==> src/rtl/mem_port_arbiter.sv <==
// Arbiter sharing one single-port memory between instruction fetch and the data stage.
// Data has priority, fetch wins after MAX_D_STREAK data grants; one transaction in flight.
module mem_port_arbiter #(
  parameter int DATA_WIDTH   = 32,
  parameter int MAX_D_STREAK = 4
) (
  input  logic                  clk,
  input  logic                  rst,
  input  logic                  if_req_i,
  input  logic [DATA_WIDTH-1:0] if_addr_i,
  input  logic                  if_kill_i,
  output logic                  if_gnt_o,
  output logic                  if_rvalid_o,
  output logic [DATA_WIDTH-1:0] if_rdata_o,
  input  logic                  d_req_i,
  input  logic                  d_we_i,
  input  logic [3:0]            d_be_i,
  input  logic [DATA_WIDTH-1:0] d_addr_i,
  input  logic [DATA_WIDTH-1:0] d_wdata_i,
  output logic                  d_gnt_o,
  output logic                  d_rvalid_o,
  output logic [DATA_WIDTH-1:0] d_rdata_o,
  output logic                  mem_req_o,
  output logic                  mem_we_o,
  output logic [3:0]            mem_be_o,
  output logic [DATA_WIDTH-1:0] mem_addr_o,
  output logic [DATA_WIDTH-1:0] mem_wdata_o,
  input  logic                  mem_gnt_i,
  input  logic                  mem_rvalid_i,
  input  logic [DATA_WIDTH-1:0] mem_rdata_i
);

  typedef enum logic [1:0] {IDLE, WAIT_IF, WAIT_D} state_t;

  localparam logic [3:0] MAX_STREAK = 4'(MAX_D_STREAK);

  state_t     state_q, state_d;
  logic [3:0] streak_q, streak_d;
  logic       lock_q, lock_d;
  logic       lock_data_q, lock_data_d;
  logic       kill_pend_q, kill_pend_d;

  logic resp, window, sel_data, sel_req, issue, grant;

  // The issue window opens on a response so a new request can overlap it.
  always_comb begin
    resp   = ~rst & mem_rvalid_i & (state_q != IDLE);
    window = ~rst & ((state_q == IDLE) | resp);
    if (lock_q) begin
      sel_data = lock_data_q;
    end else if (if_req_i & d_req_i) begin
      sel_data = (streak_q != MAX_STREAK);
    end else begin
      sel_data = d_req_i;
    end
    sel_req = sel_data ? d_req_i : if_req_i;
    issue   = window & sel_req;
    grant   = issue & mem_gnt_i;
  end

  assign mem_req_o   = issue;
  assign mem_we_o    = issue & sel_data & d_we_i;
  assign mem_be_o    = !issue ? 4'h0 : ((sel_data & d_we_i) ? d_be_i : 4'hF);
  assign mem_addr_o  = !issue ? '0 : (sel_data ? d_addr_i : if_addr_i);
  assign mem_wdata_o = (issue & sel_data) ? d_wdata_i : '0;

  assign if_gnt_o = grant & ~sel_data;
  assign d_gnt_o  = grant & sel_data;

  assign d_rvalid_o  = resp & (state_q == WAIT_D);
  assign if_rvalid_o = resp & (state_q == WAIT_IF) & ~kill_pend_q & ~if_kill_i;
  assign d_rdata_o   = d_rvalid_o ? mem_rdata_i : '0;
  assign if_rdata_o  = if_rvalid_o ? mem_rdata_i : '0;

  always_comb begin
    state_d     = state_q;
    streak_d    = streak_q;
    lock_d      = lock_q;
    lock_data_d = lock_data_q;
    kill_pend_d = kill_pend_q;

    if (grant) begin
      state_d = sel_data ? WAIT_D : WAIT_IF;
    end else if (resp) begin
      state_d = IDLE;
    end

    // A stalled request pins the selection until memory accepts it.
    if (issue & ~mem_gnt_i) begin
      lock_d      = 1'b1;
      lock_data_d = sel_data;
    end else if (grant) begin
      lock_d = 1'b0;
    end

    if (~if_req_i | if_gnt_o) begin
      streak_d = 4'd0;
    end else if (d_gnt_o && streak_q != MAX_STREAK) begin
      streak_d = streak_q + 4'd1;
    end

    if (resp & (state_q == WAIT_IF)) begin
      kill_pend_d = 1'b0;
    end else if ((state_q == WAIT_IF) & if_kill_i) begin
      kill_pend_d = 1'b1;
    end
    if (if_gnt_o & if_kill_i) begin
      kill_pend_d = 1'b1;
    end
  end

  always_ff @(posedge clk) begin
    if (rst) begin
      state_q     <= IDLE;
      streak_q    <= 4'd0;
      lock_q      <= 1'b0;
      lock_data_q <= 1'b0;
      kill_pend_q <= 1'b0;
    end else begin
      state_q     <= state_d;
      streak_q    <= streak_d;
      lock_q      <= lock_d;
      lock_data_q <= lock_data_d;
      kill_pend_q <= kill_pend_d;
    end
  end

endmodule
==> config.mk <==
export PLATFORM = sky130hd
export DESIGN_NAME = mem_port_arbiter
export DESIGN_NICKNAME = d
export VERILOG_FILES = /design/src/rtl/mem_port_arbiter.sv
export SDC_FILE = /design/constraint.sdc
export NUM_CORES = 1
export LEC_CHECK = 0
export BUFFER_PORTS_ARGS = -buffer_cell sky130_fd_sc_hd__buf_2
export CAP_MARGIN = 20
export CORE_AREA = 10 10 99 101
export CTS_CLUSTER_DIAMETER = 40
export DETAILED_ROUTE_END_ITERATION = 12
export DIE_AREA = 0 0 109 111
export GPL_TIMING_DRIVEN = 1
export HOLD_SLACK_MARGIN = 0.15
export PLACE_DENSITY = 0.66
export SLEW_MARGIN = 20
export SYNTH_ARGS = -nofsm -noshare
export SYNTH_HDL_FRONTEND = slang
export SYNTH_SLANG_ARGS = --single-unit
==> constraint.sdc <==
create_clock -name clk -period 3.97 [get_ports clk]
set_input_delay 0.5955 -clock clk [delete_from_list [all_inputs] [get_ports clk]]
set_output_delay 0.5955 -clock clk [all_outputs]
set_load 0.02 [all_outputs]
==> metrics.md, run 1 <==
| Metric | Value |
|---|---|
| Yosys warning total | `0` |
| Unrepaired setup endpoints after global routing | `no` |
| Final Hold Vio Count | `0` |
| Nets | `696` |
| CTS root buffer | `clkbuf_8` |
| Max_slew headroom | `48.9%` |
| Crit path required time | `3.37 ns` |
| Die area | `12100 um^2` |
| Hpwl dp | `9.38 mm` |
| Layout cells sized above 1 | `52.4%` |
| Max-Cap Viols | `0` |
| Initial Utilization | `21.9%` |
| Post-synthesis sequential area ratio | `10.3%` |
| Core Util, Final | `40.7%` |
| Net count after synthesis | `431` |
| Area grow syn2layout | `85.4%` |
| Height of the die | `111 um` |
| CP max stage delay | `0.64 ns` |
| Path category of the worst min-delay check | `flip-flop to flip-flop` |
| #FFs+latches synth | `9` |
| Hold buffers post-CTS | `0` |
| Clock Sinks | `9` |
| Post-route insts no fill | `658` |
| Initial antenna violation count | `0` |
| Fmax achieved | `329 MHz` |
| Die W | `109 um` |
| TritonCTS Buffers | `3` |
| Min Clock Period, post-route | `3.04 ns` |
| Syn Area/Cell | `6.05 um^2` |
| DP Area | `3180 um^2` |
| Post-route total power | `0.000547 W` |
| H-tree depth | `1` |
| Sum of negative setup slack | `0 ns` |
| Largest net degree at the start of global routing | `38` |
| Port Buffers | `277` |
| Worst-case clock buffer depth | `2` |
| Worst slew pin tran | `0.765 ns` |
| Clock Pin Slew Worst Setup and Hold Paths | `0.04 ns` |
| Post-route cell area | `3240 um^2` |
| P_leak | `2.04 nW` |
| Kind of critical path | `flip-flop to primary output` |
| Area leader, netlist | `and2_1` |
| Clk_skew | `0.00267 ns` |
| Status | `complete, no violations` |
| Gr ovfl total | `0` |
| Mapped Cells | `289` |
| GP Congestion | `0.900` |
| R2r worst-path depth | `7` |
| CTS tree | `yes` |
| Latest clock arrival within the worst-skew pair | `0.24 ns` |
| Final clock period utilization by the worst path | `76.5%` |
| Crit. End Element | `primary output` |
| IO Count | `278` |
| First-pass GRT wire length | `16.1 mm` |
| HP Start | `streak_q[3]$_SDFFE_PP0P_` |
| Max IR drop VDD | `0.0912 mV` |
| Setup violators final | `0` |
| Grt met3 use | `7.62%` |
| Drt drc | `0` |
| Via count of the first global-routing pass | `3125` |
| CP cell instances | `inv_1, ha_1, and3b_1, a31o_1, nor3_4, and2_1, buf_2` |
| Vias per cell | `4.44` |
| Post-DRT Antenna Nets | `0` |
| PostCTS Resize Cnt | `0` |
| CP max FO | `32` |
| Synth top area share | `34.4%` |
| Crit path capture | `mem_wdata_o[20]` |
| Met2 Usage GRT | `29.8%` |
| Synth top area cells | `and2_1 34%, nand2_1 15%, a21oi_1 11%, dfxtp_1 10%, buf_6 3.2%` |
| DRT Pass-1 Iters | `4` |
| Post-synthesis cell type count | `37` |
| FF-to-FF Start | `streak_q[0]$_SDFFE_PP0P_` |
| Post-CTS setup buffer count | `0` |
| DR WL/cell | `16.3 um` |
| Total global-route track usage | `16.2%` |
| Post-Syn Area | `1750 um^2` |
| ANT cells | `0` |
| Final wirelength | `10.8 mm` |
| Power Dens Cells | `169 nW/um^2` |
| Gr busiest metal | `met2` |
| Slowest cell on crit path | `nor3_4` |
| FF-to-FF setup slack | `2.03 ns` |
| Critical path origin | `streak_q[0]$_SDFFE_PP0P_` |
| Area of the core | `7970 um^2` |
| FP Rows | `33` |
| Inst Count DP | `653` |
| CP Data Arrival Time | `2.44 ns` |
| Via count | `2923` |
| RR Endpoint | `streak_q[2]$_SDFFE_PP0P_` |
| Startpoint Class | `flip-flop` |
| GR Layer Usage met1 | `15.8%` |
| FILL cells | `829` |
| Slew Limit Fails | `0` |
| DR iter-0 viols | `162` |
## cell usage after synthesis
cell       count
o2111ai_1      1
nand3_1        5
clkbuf_1      12
nor2b_1        2
ha_1           2
nand2_1       68
o311ai_2       1
nor3_4         1
o31ai_1        1
a21oi_1       39
inv_2          1
o21ai_0        3
and3b_1        2
o21ba_2        1
dfxtp_1        9
a32oi_1        1
nor2_1         4
or4_1          1
o2111a_1       1
nor3_1         3
a41o_1         1
mux2i_1        1
nor4_1         1
o21a_1         4
o21bai_1       1
buf_2          4
a31oi_2        1
and3_1         1
nor4b_2        1
and2_1        96
a211oi_1       2
a31o_1         1
inv_1          8
and4_1         2
nand4_1        1
o21ai_1        1
buf_6          5
## how the worst min path moves through the flow
stage / to / cells after the start
after detailed placement: streak_q[3]$_SDFFE_PP0P_ / 2
final: streak_q[3]$_SDFFE_PP0P_ / 2
after floorplan: streak_q[3]$_SDFFE_PP0P_ / 2
after global routing: streak_q[0]$_SDFFE_PP0P_ / 2
after CTS: streak_q[3]$_SDFFE_PP0P_ / 2
after global placement: streak_q[3]$_SDFFE_PP0P_ / 2
## logic make-up (layout without fill, tap and decap cells)
family	count (synthesis)	after routing	share of synthesized area (%)
buf+inv	30	294	8.88
flops	9	9	10.3
compound gates	59	59	20.7
fa+ha+maj	2	2	1.43
simple gates	188	188	58.1
mux	1	1	0.573
## placed cells by master, fill, tap and decap left out, types with 2 or more instances in the layout
| master | n |
|---|---|
| and2_1 | 96 |
| nand3_1 | 5 |
| o21a_1 | 4 |
| and3b_1 | 2 |
| nor2_1 | 4 |
| clkbuf_8 | 3 |
| and4_1 | 2 |
| a211oi_1 | 2 |
| dfxtp_1 | 9 |
| ha_1 | 2 |
| inv_1 | 8 |
| nand2_1 | 68 |
| buf_2 | 277 |
| nor2b_1 | 2 |
| buf_4 | 3 |
| nor3_1 | 3 |
| a21oi_1 | 39 |
| o21ai_0 | 3 |
## stage by stage
| stage | worst slack, ns | hold WS, ns |
|---|---|---|
| after floorplan | 1.30 | 0.453 |
| after global placement | 1.20 | 0.464 |
| after detailed placement | 1.14 | 0.475 |
| after CTS | 0.891 | 0.486 |
| after global routing | 0.665 | 0.565 |
| final | 0.932 | 0.486 |
## critical path: cells and delay by family (launching register included)
family / cells / cell delay (ns)
simple gates: 3 / 1.13
flops: 1 / 0.36
buf+inv: 2 / 0.24
compound gates: 1 / 0.29
fa+ha+maj: 1 / 0.18
## final cells by class
cell class	count	area (um^2)	area share, %
clock buffers	4	45.0	1.39
multi-input cells	250	1430	44.1
flip-flops and latches	9	180	5.56
repair buffers	281	1420	43.8
well taps	105	131	4.05
inverters	9	33.8	1.04
## per-layer routing
metal / share of wire, % / vias to the layer above
li1: - / 1474
met1: 36 / 1263
met2: 49 / 177
met3: 15 / 9
met4: 1.3 / 0
met5: 0 / -
## report_power, final
| group | internal (W) | switching, W |
|---|---|---|
| clock network | 0.0000703 | 0.0000401 |
| registers | 0.0000947 | 0.00000473 |
| logic | 0.000133 | 0.000204 |
| total | 0.000298 | 0.000249 |
## sequential cells by signal (all words and copies together), names as in the netlist
| register | cells |
|---|---|
| kill_pend_q | 1 |
| streak_q | 4 |
| state_q | 2 |
| lock_data_q | 1 |
| lock_q | 1 |
Power figures use the tool's default switching activity.
==> inputs of run 2 (changes only) <==
- clock period: 3.97 -> 3.14 ns (I/O delays scaled with it)
==> run 2 against run 1 <==
  * Count of clock-buffer cells in the layout stayed put
  * Hold slack better by 0.017 ns
  * Final cell count is 0.30% higher
  * Global-route usage is 0.32 points lower
  * Critical path type unchanged
==> metrics.md, run 2 (synthesis gave the netlist of run 1 again) <==
| Metric | Value |
|---|---|
| CTS root buffer | `clkbuf_8 (unchanged)` |
| Max FFs per register | `4 (unchanged)` |
| Clock Sinks | `9 (unchanged)` |
| Initial antenna violation count | `1 (was 0)` |
| Commonest non-fill, non-tap cell in the layout | `buf_2 (unchanged)` |
| Min Clock Period, post-route | `2.84 ns` |
| Switching pwr | `0.000313 W (was 0.000249 W)` |
| Hpwl dp | `9.38 mm (about the same)` |
| DR WL/cell | `16.2 um (was 16.3 um)` |
| Switching part of the total | `45.3% (was 45.6%)` |
| Hold buffers post-CTS | `0 (unchanged)` |
| Max IR drop VDD | `0.0932 mV (was 0.0912 mV)` |
| Area of the core | `7970 um^2 (unchanged)` |
| DRT Pass-1 Iters | `4 (unchanged)` |
| Startpoint Class | `flip-flop (unchanged)` |
| Die W | `109 um (unchanged)` |
| Multi-input gate area | `1430 um^2 (unchanged)` |
| Post-CTS setup buffer count | `0 (unchanged)` |
| Status | `complete, no violations (unchanged)` |
| CTS tree | `yes (unchanged)` |
| DP Area | `3210 um^2 (was 3180 um^2)` |
| P_leak | `2.05 nW (was 2.04 nW)` |
| Port Buffers | `277 (unchanged)` |
| Drt drc | `0 (unchanged)` |
| Inst Count DP | `656 (was 653)` |
| Int Pwr | `0.000377 W (was 0.000298 W)` |
| Setup violators final | `0 (unchanged)` |
| Worst slew pin tran | `0.585 ns (was 0.765 ns)` |
| Nets | `698 (was 696)` |
| Biggest register | `streak_q (unchanged)` |
| Most frequent cells in the layout | `277 x buf_2, 96 x and2_1, 68 x nand2_1 (unchanged)` |
| Vias per cell | `4.51 (was 4.44)` |
| Via count | `2978 (was 2923)` |
| Critical path origin | `streak_q[1]$_SDFFE_PP0P_ (was streak_q[0]$_SDFFE_PP0P_)` |
| Path category of the worst min-delay check | `flip-flop to flip-flop (unchanged)` |
| Post-route insts no fill | `660 (was 658)` |
| Crit path required time | `2.67 ns (was 3.37 ns)` |
| Layout cells sized above 1 | `52.6% (was 52.4%)` |
| TritonCTS Buffers | `3 (unchanged)` |
| Total global-route track usage | `15.9% (was 16.2%)` |
| Register share of total power | `18.2% (about the same)` |
| Height of the die | `111 um (unchanged)` |
| H-tree depth | `1 (unchanged)` |
| Power Dens Cells | `212 nW/um^2 (was 169 nW/um^2)` |
| Slew Limit Fails | `0 (unchanged)` |
| Kind of critical path | `flip-flop to primary output (unchanged)` |
| Initial Utilization | `21.9% (unchanged)` |
| Via count of the first global-routing pass | `3146 (was 3125)` |
| Fmax achieved | `352 MHz` |
| ANT cells | `0 (unchanged)` |
| Final Hold Vio Count | `0 (unchanged)` |
| FILL cells | `847 (was 829)` |
| Sum of negative setup slack | `0 ns (unchanged)` |
| Max_slew headroom | `60.7% (was 48.9%)` |
| Clock power share | `20.2% (about the same)` |
| Unrepaired setup endpoints after global routing | `no (unchanged)` |
| Clk_skew | `0.00412 ns (was 0.00267 ns)` |
| IO Count | `278 (unchanged)` |
| First-pass GRT wire length | `15.9 mm (was 16.1 mm)` |
| FF-to-FF Start | `streak_q[1]$_SDFFE_PP0P_ (was streak_q[0]$_SDFFE_PP0P_)` |
| Clock Pin Slew Worst Setup and Hold Paths | `0.05 ns (was 0.04 ns)` |
| Gr ovfl total | `0 (unchanged)` |
| Largest net degree at the start of global routing | `35 (was 38)` |
| Crit. End Element | `primary output (unchanged)` |
| PostCTS Resize Cnt | `0 (unchanged)` |
| Post-DRT Antenna Nets | `0 (unchanged)` |
| Logic pwr share | `61.6% (about the same)` |
| FP Rows | `33 (unchanged)` |
| Final wirelength | `10.7 mm (was 10.8 mm)` |
| Post-route cell area | `3250 um^2 (was 3240 um^2)` |
| Max-Cap Viols | `0 (unchanged)` |
| Register Area | `180 um^2 (unchanged)` |
| Area grow syn2layout | `86.0% (was 85.4%)` |
| CP max FO | `20 (was 32)` |
| GP Congestion | `0.937 (was 0.900)` |
| Die area | `12100 um^2 (unchanged)` |
| HP Start | `streak_q[3]$_SDFFE_PP0P_ (unchanged)` |
| Latest clock arrival within the worst-skew pair | `0.24 ns (about the same)` |
| DR iter-0 viols | `123 (was 162)` |
| Worst-case clock buffer depth | `2 (unchanged)` |
| CP Data Arrival Time | `2.37 ns (was 2.44 ns)` |
| Final clock period utilization by the worst path | `90.6%` |
| Biggest regs | `streak_q x4, state_q x2 (unchanged)` |
==> run 2: cell count changes in the layout (fill, tap and decap cells not counted) <==
cell,change
buf_4,+3
buf_6,-1
==> run 2: metrics by stage <==
| stage | power (W) | hold WS [ns] | util (%) | setup WS (ns) |
|---|---|---|---|---|
| global route | 0.000745 | 0.522 | 40.8 | 0.106 |
| finish | 0.000690 | 0.503 | 40.8 | 0.296 |
| floorplan | 0.000369 | 0.453 | - | 0.595 |
| CTS | 0.000700 | 0.505 | 40.8 | 0.291 |
| detailed placement | 0.000557 | 0.498 | 40.2 | 0.547 |
| global placement | 0.000550 | 0.475 | 40.2 | 0.630 |
==> run 2: routing by layer <==
metal  global-route usage, %  wire (um)
met1                    15.0       3720
met2                    29.5       5250
met3                    7.91       1590
met4                    3.78        155
met5                       0         13
==> run 2: final timing paths <==
| check | endpoint | slack, ns | cells past startpoint |
|---|---|---|---|
| hold / removal | streak_q[3]$_SDFFE_PP0P_ | 0.50 | 2 |
| setup reg to reg | streak_q[2]$_SDFFE_PP0P_ | 1.20 | 6 |
| hold reg to reg | streak_q[3]$_SDFFE_PP0P_ | 0.50 | 2 |
| setup / recovery | mem_addr_o[20] | 0.30 | 8 |
==> run 2: power groups by stage <==
stage / clock, W / combinational [W] / sequential, W
finish: 0.000139 / 0.000425 / 0.000126
CTS: 0.000144 / 0.000431 / 0.000125
global route: 0.000150 / 0.000468 / 0.000126
floorplan: 0 / 0.000243 / 0.000126
global placement: 0 / 0.000422 / 0.000127
detailed placement: 0 / 0.000429 / 0.000128
==> run 2: cell type report <==
class | count | share of cell area (%)
inverter | 9 | 1.04
clock buffer | 4 | 1.39
multi-input combinational | 250 | 44.0
sequential | 9 | 5.54
tap | 105 | 4.04
timing repair buffer | 283 | 44.0
==> run 2: critical path: stages (launching register included) <==
cell	delay, ns
dfxtp_1	0.40
inv_1	0.07
ha_1	0.17
and3b_1	0.23
a31oi_4	0.52
buf_4	0.33
nand2_1	0.08
a21oi_1	0.14
buf_2	0.19
